===== src/rtl/piso_10_tx_if.sv =====
// Word-in / bit-out bundle between a word producer and the serial transmitter.
// The master side drives words and line enable; the slave side is the transmitter.
interface piso_10_tx_if #(
    parameter int WIDTH = 10
);
    logic             ENABLE_IN;
    logic [WIDTH-1:0] DATA_IN;
    logic             DATA_VALID_IN;
    logic             DATA_READY_OUT;
    logic             SERIAL_OUT;
    logic             FRAME_START_OUT;
    logic             UNDERRUN_OUT;

    modport master (
        output ENABLE_IN, DATA_IN, DATA_VALID_IN,
        input  DATA_READY_OUT, SERIAL_OUT, FRAME_START_OUT, UNDERRUN_OUT
    );

    modport slave (
        input  ENABLE_IN, DATA_IN, DATA_VALID_IN,
        output DATA_READY_OUT, SERIAL_OUT, FRAME_START_OUT, UNDERRUN_OUT
    );
endinterface


===== src/rtl/piso_10_tx.sv =====
// Parallel-in serial-out line transmitter: LSB-first frames of WIDTH bits, one-word
// holding buffer behind a valid/ready handshake, IDLE_WORD sent when nothing is queued.
module piso_10_tx #(
    parameter int               WIDTH     = 10,
    parameter logic [WIDTH-1:0] IDLE_WORD = '0
) (
    input logic          CLK_IN,
    input logic          RESET_N_IN,
    piso_10_tx_if.slave  bus
);
    localparam int            CW   = (WIDTH > 1) ? $clog2(WIDTH) : 1;
    localparam logic [CW-1:0] LAST = CW'(WIDTH - 1);

    logic [WIDTH-1:0] shift_reg;
    logic [WIDTH-1:0] hold_reg;
    logic             hold_full;
    logic [CW-1:0]    bit_ctr;
    logic             underrun;

    logic accept;
    logic boundary;

    // Accept only into an empty buffer; boundary is the last enabled bit of a frame.
    assign accept   = bus.DATA_VALID_IN && !hold_full;
    assign boundary = bus.ENABLE_IN && (bit_ctr == LAST);

    always_ff @(posedge CLK_IN or negedge RESET_N_IN) begin
        if (!RESET_N_IN) begin
            shift_reg <= IDLE_WORD;
            bit_ctr   <= '0;
            underrun  <= 1'b0;
        end else begin
            underrun <= 1'b0;
            if (bus.ENABLE_IN) begin
                if (bit_ctr == LAST) begin
                    bit_ctr <= '0;
                    if (hold_full) begin
                        shift_reg <= hold_reg;
                    end else begin
                        shift_reg <= IDLE_WORD;
                        underrun  <= 1'b1;
                    end
                end else begin
                    shift_reg <= shift_reg >> 1;
                    bit_ctr   <= bit_ctr + CW'(1);
                end
            end
        end
    end

    // Draining and accepting are exclusive: accept needs an empty buffer, drain a full one,
    // so a word offered in the draining cycle waits until READY rises.
    always_ff @(posedge CLK_IN or negedge RESET_N_IN) begin
        if (!RESET_N_IN) begin
            hold_reg  <= '0;
            hold_full <= 1'b0;
        end else begin
            if (accept) begin
                hold_reg  <= bus.DATA_IN;
                hold_full <= 1'b1;
            end else if (boundary && hold_full) begin
                hold_full <= 1'b0;
            end
        end
    end

    assign bus.SERIAL_OUT      = shift_reg[0];
    assign bus.FRAME_START_OUT = (bit_ctr == '0);
    assign bus.DATA_READY_OUT  = !hold_full;
    assign bus.UNDERRUN_OUT    = underrun;
endmodule


===== src/flat_wrapper.sv =====
// flat-port wrapper written by rule: the top's interface ports become plain ports
module piso_10_tx_flat 
#(
    parameter int               WIDTH     = 10,
    parameter logic [WIDTH-1:0] IDLE_WORD = '0
)
  (CLK_IN, RESET_N_IN, bus_ENABLE_IN, bus_DATA_IN, bus_DATA_VALID_IN, bus_DATA_READY_OUT, bus_SERIAL_OUT, bus_FRAME_START_OUT, bus_UNDERRUN_OUT);
  piso_10_tx_if #(.WIDTH(WIDTH)) bus_i ();
  input logic CLK_IN;
  input logic RESET_N_IN;
  input wire logic [$bits(bus_i.ENABLE_IN)-1:0] bus_ENABLE_IN;
  input wire logic [$bits(bus_i.DATA_IN)-1:0] bus_DATA_IN;
  input wire logic [$bits(bus_i.DATA_VALID_IN)-1:0] bus_DATA_VALID_IN;
  output wire logic [$bits(bus_i.DATA_READY_OUT)-1:0] bus_DATA_READY_OUT;
  output wire logic [$bits(bus_i.SERIAL_OUT)-1:0] bus_SERIAL_OUT;
  output wire logic [$bits(bus_i.FRAME_START_OUT)-1:0] bus_FRAME_START_OUT;
  output wire logic [$bits(bus_i.UNDERRUN_OUT)-1:0] bus_UNDERRUN_OUT;
  assign bus_i.ENABLE_IN = bus_ENABLE_IN;
  assign bus_i.DATA_IN = bus_DATA_IN;
  assign bus_i.DATA_VALID_IN = bus_DATA_VALID_IN;
  assign bus_DATA_READY_OUT = bus_i.DATA_READY_OUT;
  assign bus_SERIAL_OUT = bus_i.SERIAL_OUT;
  assign bus_FRAME_START_OUT = bus_i.FRAME_START_OUT;
  assign bus_UNDERRUN_OUT = bus_i.UNDERRUN_OUT;
  piso_10_tx #(.WIDTH(WIDTH), .IDLE_WORD(IDLE_WORD)) u_core (.CLK_IN(CLK_IN), .RESET_N_IN(RESET_N_IN), .bus(bus_i));
endmodule

===== config.mk =====
export PLATFORM = sky130hd
export DESIGN_NAME = piso_10_tx_flat
export DESIGN_NICKNAME = d
export VERILOG_FILES = /design/src/rtl/piso_10_tx_if.sv /design/src/rtl/piso_10_tx.sv /design/src/flat_wrapper.sv
export SDC_FILE = /design/constraint.sdc
export NUM_CORES = 1
export LEC_CHECK = 0
export ABC_AREA = 1
export CAP_MARGIN = 15
export CORE_UTILIZATION = 50
export CTS_BUF_LIST = sky130_fd_sc_hd__clkbuf_8
export DETAILED_ROUTE_END_ITERATION = 16
export PLACE_DENSITY = 0.87
export SLEW_MARGIN = 20
export SYNTH_ARGS = -nofsm -noshare
export SYNTH_HDL_FRONTEND = slang
export SYNTH_SLANG_ARGS = --single-unit
export TNS_END_PERCENT = 1

===== constraint.sdc =====
create_clock -name CLK_IN -period 1.1 [get_ports CLK_IN]
set_input_delay 0.11 -clock CLK_IN [delete_from_list [all_inputs] [get_ports CLK_IN]]
set_output_delay 0.11 -clock CLK_IN [all_outputs]
set_load 0.02 [all_outputs]

# --- After elaboration in Yosys (flattened, before gate mapping) ---
# Cells that the tools add are included.
totals:
  out_inout_bits: 4
  reg_bits: 26
  elab_cells: 21
  in_bits: 14
op_classes:
  reduce_logical: 6
  add_sub_neg: 1
  n_eq_ne: 1
  muxes: 8
ops:
  columns: ["op", "n"]
  rows:
  - ["10-bit two-way mux", 2]
  - ["1-bit two-way mux", 5]
  - ["4-bit by 1-bit adder with 4-bit output (second input constant)", 1]
  - ["4-bit equality test (second input constant)", 1]
  - ["4-bit zero test", 1]
  - ["4-bit two-way mux", 1]
  - ["1-bit logical AND", 3]
  - ["2-bit nonzero test", 1]
  - ["1-bit zero test", 1]

# --- Depth between registers and ports, before layout ---
logic_depth:
  ltp_word: 5
  ltp_mapped: 6
  depth_no_buf: 6

# --- Worst setup path before layout ---
# OpenSTA, ideal clock, no wires.
synth_path:
  kind: "register to output"
  from: "register u_core.bit_ctr[0]"
  to: "output port bus_FRAME_START_OUT"
  t_required_ns: 0.990
  n_path_buf: 0
  slack_ns: -0.147
  arrival_ns: 1.137
  path_stages_with_launch: 2
  path_cell_list: "dfrtp_1 > nor4_1"
synth_between:
  elab_chain_cells: 1
synth_lines:
  columns: ["item", "line_no", "text"]
  rows:
  - ["from (decl)", "piso_10_tx.sv:17", "logic [CW-1:0] bit_ctr;"]
  - ["from (signal assigned)", "piso_10_tx.sv:45", "bit_ctr <= bit_ctr + CW'(1);"]
  - ["4-bit zero test", "piso_10_tx.sv:68", "assign bus.FRAME_START_OUT = (bit_ctr == '0);"]
  - ["to (decl)", "flat_wrapper.sv:16", "output wire logic [$bits(bus_i.FRAME_START_OUT)-1:0] bus_FRAME_START_OUT;"]
# No other way between the ends.

# --- Worst setup path after layout ---
layout_path:
  from: "register u_core.bit_ctr[0]"
  to: "register u_core.shift_reg[7]"
layout_between:
  elab_chain_cells: 2
layout_lines:
  columns: ["item", "line_no", "text"]
  rows:
  - ["4-bit equality test", "piso_10_tx.sv:35", "if (bit_ctr == LAST) begin"]
  - ["10-bit two-way mux", "piso_10_tx.sv:35", null]
  - ["to (signal assigned)", "piso_10_tx.sv:38", "shift_reg <= hold_reg;"]
  - ["to (signal assigned)", "piso_10_tx.sv:44", "shift_reg <= shift_reg >> 1;"]
  - ["to (decl)", "piso_10_tx.sv:14", "logic [WIDTH-1:0] shift_reg;"]
# No other way between the ends.
# A chain may end at the register's enable or synchronous reset.

==> key figures <==
STA
  – Setup tns final: -1.03 ns
  – Slew of the pin with the lowest slew margin: 0.207 ns
  – Final setup margin: -0.142 ns
  – Final Slew Violations: 0
  – WHS: 0.176 ns
  – Final Cycle Share: 113%
  – Fin. Hold Viols: 0
  – Clock skew: 0.00145 ns
  – Max Fclk: 805 MHz
  – Slew HR: 86.3%
  – RSZ-0062 raised after global routing: true
  – Tmin final: 1.24 ns
  – Final setup fails: 14

Worst setup path
  – Critical path class: flop to flop
  – CP Capture Type: flop
  – Reg-to-reg critical path startpoint: u_core.bit_ctr[0]$_DFFE_PN0P_
  – Req. time, crit path: 1.27 ns
  – R2R cell count: 7
  – Crit path max fanout: 5
  – Slowest CP cell: dfrtp_1
  – CP arrival: 1.41 ns
  – R2R setup slack: -0.14 ns
  – Worst path bufs/invs: 3
  – CP Cell Sequence: buf_6, inv_2, nor2_4, buf_6, nand3_1, nand3_1, nand2_1
  – CP startpoint kind: flop
  – CP delay by family, top: simple AND/OR/NAND/NOR gates
  – R2R Path End: u_core.shift_reg[7]$_DFFE_PN0P_
  – Crit-path max cell delay: roughly 0.38 ns

Finish
  – Area delta synth->final: 30.6%
  – Most frequent cells in the layout: 62 x nand2_1, 28 x nand3_1, 26 x dfrtp_1, 13 x clkdlybuf4s50_1
  – Diode count: 0
  – Non-Filler Instances: 212
  – Final core utilization: 71.1%
  – Share of layout cells above drive strength 1: 17.4%
  – # nets final: 200
  – Most common cell after layout, fill and taps aside: nand2_1
  – Register area: 651 um^2
  – Area occupied by multi-input gates: 509 um^2
  – Layout fillers: around 180

Clock tree
  – Hold-fix buffers, CTS: 0
  – Root buffer cell: clkbuf_8
  – CTS max path bufs: 2
  – Clock Latency Late Sink: 0.27 ns
  – Clock buffer count from CTS: 3
  – Clk slew on worst S/H paths: roughly 0.08 ns
  – Clk sinks: 26
  – CTS tree: done
  – CTS H-tree depth: 1

Placement
  – DP Cell Count: roughly 210
  – Placer congestion estimate: 0.867
  – Final HPWL DP: around 1.8 mm
  – Number of buffers added on ports: 17
  – Place WS: -0.290 ns

Die
  – Chip Height: 51.5 um
  – Initial Util: between 50% and 60%
  – Die area: 0.00266 mm^2
  – Top Ports: 18
  – Die X-Extent: 51.5 um
  – Area of the core: 0.00225 mm^2
  – Placement Rows: 17

Synth
  – Mean area per synthesized cell: 7.92 um^2
  – Syn_nets: 169
  – Syn Std Cell Area: 0.00123 mm^2
  – Post-Syn Instances: around 160
  – Cell taking the most area after synthesis: dfrtp_1
  – Yosys warnings: 0
  – #FFs+latches synth: 26
  – Unique masters post-synth: 19
  – Area contributors post-synth: dfrtp_1 53%, nand2_1 19%, nand3_1 12%
  – Seq/Total Area, Yosys: a little over half
  – Area share of the largest cell type after synthesis: 53.0%

GRT
  – Total grt overflow: 0
  – Vias in the first global route: 999
  – First-pass GRT wire length: ~4 mm
  – Antenna violations before repair: 0
  – GRT Overall Usage: 21.1%
  – Largest net degree at the start of global routing: 27

Outcome
  – Failing checks: setup timing
  – Status: finished, violations left

Route
  – Iteration-0 DRC Markers: 22
  – Via-per-instance ratio: 5.05
  – Residual DRC: 0
  – WL final: between 2 and 3 mm
  – Vias: 1071
  – First-pass detailed-route iteration total: 4
  – WL per Instance: 12.2 um
  – Routed Antenna Nets: 0

Power
  – Cell area power density: 2430 mW/mm^2
  – P_leak: 0.857 nW
  – Worst vdd ir: 1.82 mV

Flow run
  – Max cap viols: 0

Min path
  – Hold Path Class: input pin to async pin
-- layout make-up --
type	instances	area share (%)
Clock buffer	3	2.58
Inverter	14	3.28
Multi-Input combinational cell	107	31.8
Sequential cell	26	40.6
Tap cell	28	2.19
Timing Repair Buffer	34	19.6
-- cells in the mapped netlist, drive strengths merged --
cell / number
dfrtp: 26
clkbuf: 2
buf: 6
inv: 14
nand2: 64
nor2: 6
xor2: 2
nor4: 1
o21ai: 4
nand3: 30
-- cells by family (layout without fill, tap and decap cells) --
group / Yosys count / count (layout) / synth area share (%)
buffers and inverters: 22 / 51 / 8.05
xor gates and xnor gates: 2 / 2 / 1.43
DFF: 26 / 26 / 53.0
AOI/OAI and AO/OA: 4 / 4 / 1.94
and+or+nand+nor: 101 / 101 / 35.6
-- power breakdown --
group / total, W / internal, W / switching (W)
sequential: 0.00159 / 0.00136 / 0.000232
combinational: 0.00176 / 0.000771 / 0.000994
clock: 0.000537 / 0.000246 / 0.000291
-- worst max-delay path by stage --
stage / from / to / slack [ns] / cells past startpoint
floorplan: u_core.bit_ctr[0]$_DFFE_PN0P_ / bus_FRAME_START_OUT / 0.06 / 1
global placement: u_core.bit_ctr[0]$_DFFE_PN0P_ / bus_FRAME_START_OUT / -0.26 / 2
detailed placement: u_core.bit_ctr[0]$_DFFE_PN0P_ / bus_FRAME_START_OUT / -0.29 / 2
CTS: u_core.bit_ctr[1]$_DFFE_PN0P_ / u_core.shift_reg[0]$_DFFE_PN0P_ / -0.18 / 6
global route: u_core.bit_ctr[0]$_DFFE_PN0P_ / u_core.shift_reg[7]$_DFFE_PN0P_ / -0.19 / 7
finish: u_core.bit_ctr[0]$_DFFE_PN0P_ / u_core.shift_reg[7]$_DFFE_PN0P_ / -0.14 / 7
-- per-layer routing --
| layer | vias to the layer above | wire length, um | GRT usage [%] |
|---|---|---|---|
| li1 | 540 | - | - |
| met1 | 499 | 1150 | 25.0 |
| met2 | 29 | 1310 | 37.2 |
| met3 | 3 | 102 | 3.80 |
| met4 | 0 | 34 | 9.01 |
| met5 | - | 0 | 0 |
-- repair_timing --
item | in CTS | in global routing
gates resized for setup | 9 | 11
endpoints found under the hold margin | 0 | 0
setup buffers | 0 | 3
pin swaps | 0 | 7
setup endpoints to repair | 28 | 22
-- through the flow --
| step | power [W] | instance area, um^2 |
|---|---|---|
| floorplan | 0.00262 | 1230 |
| global placement | 0.00305 | 1510 |
| detailed placement | 0.00316 | 1510 |
| CTS | 0.00366 | 1550 |
| global route | 0.00416 | 1600 |
| finish | 0.00389 | 1600 |
No activity file was read; power rests on OpenSTA's default activity.
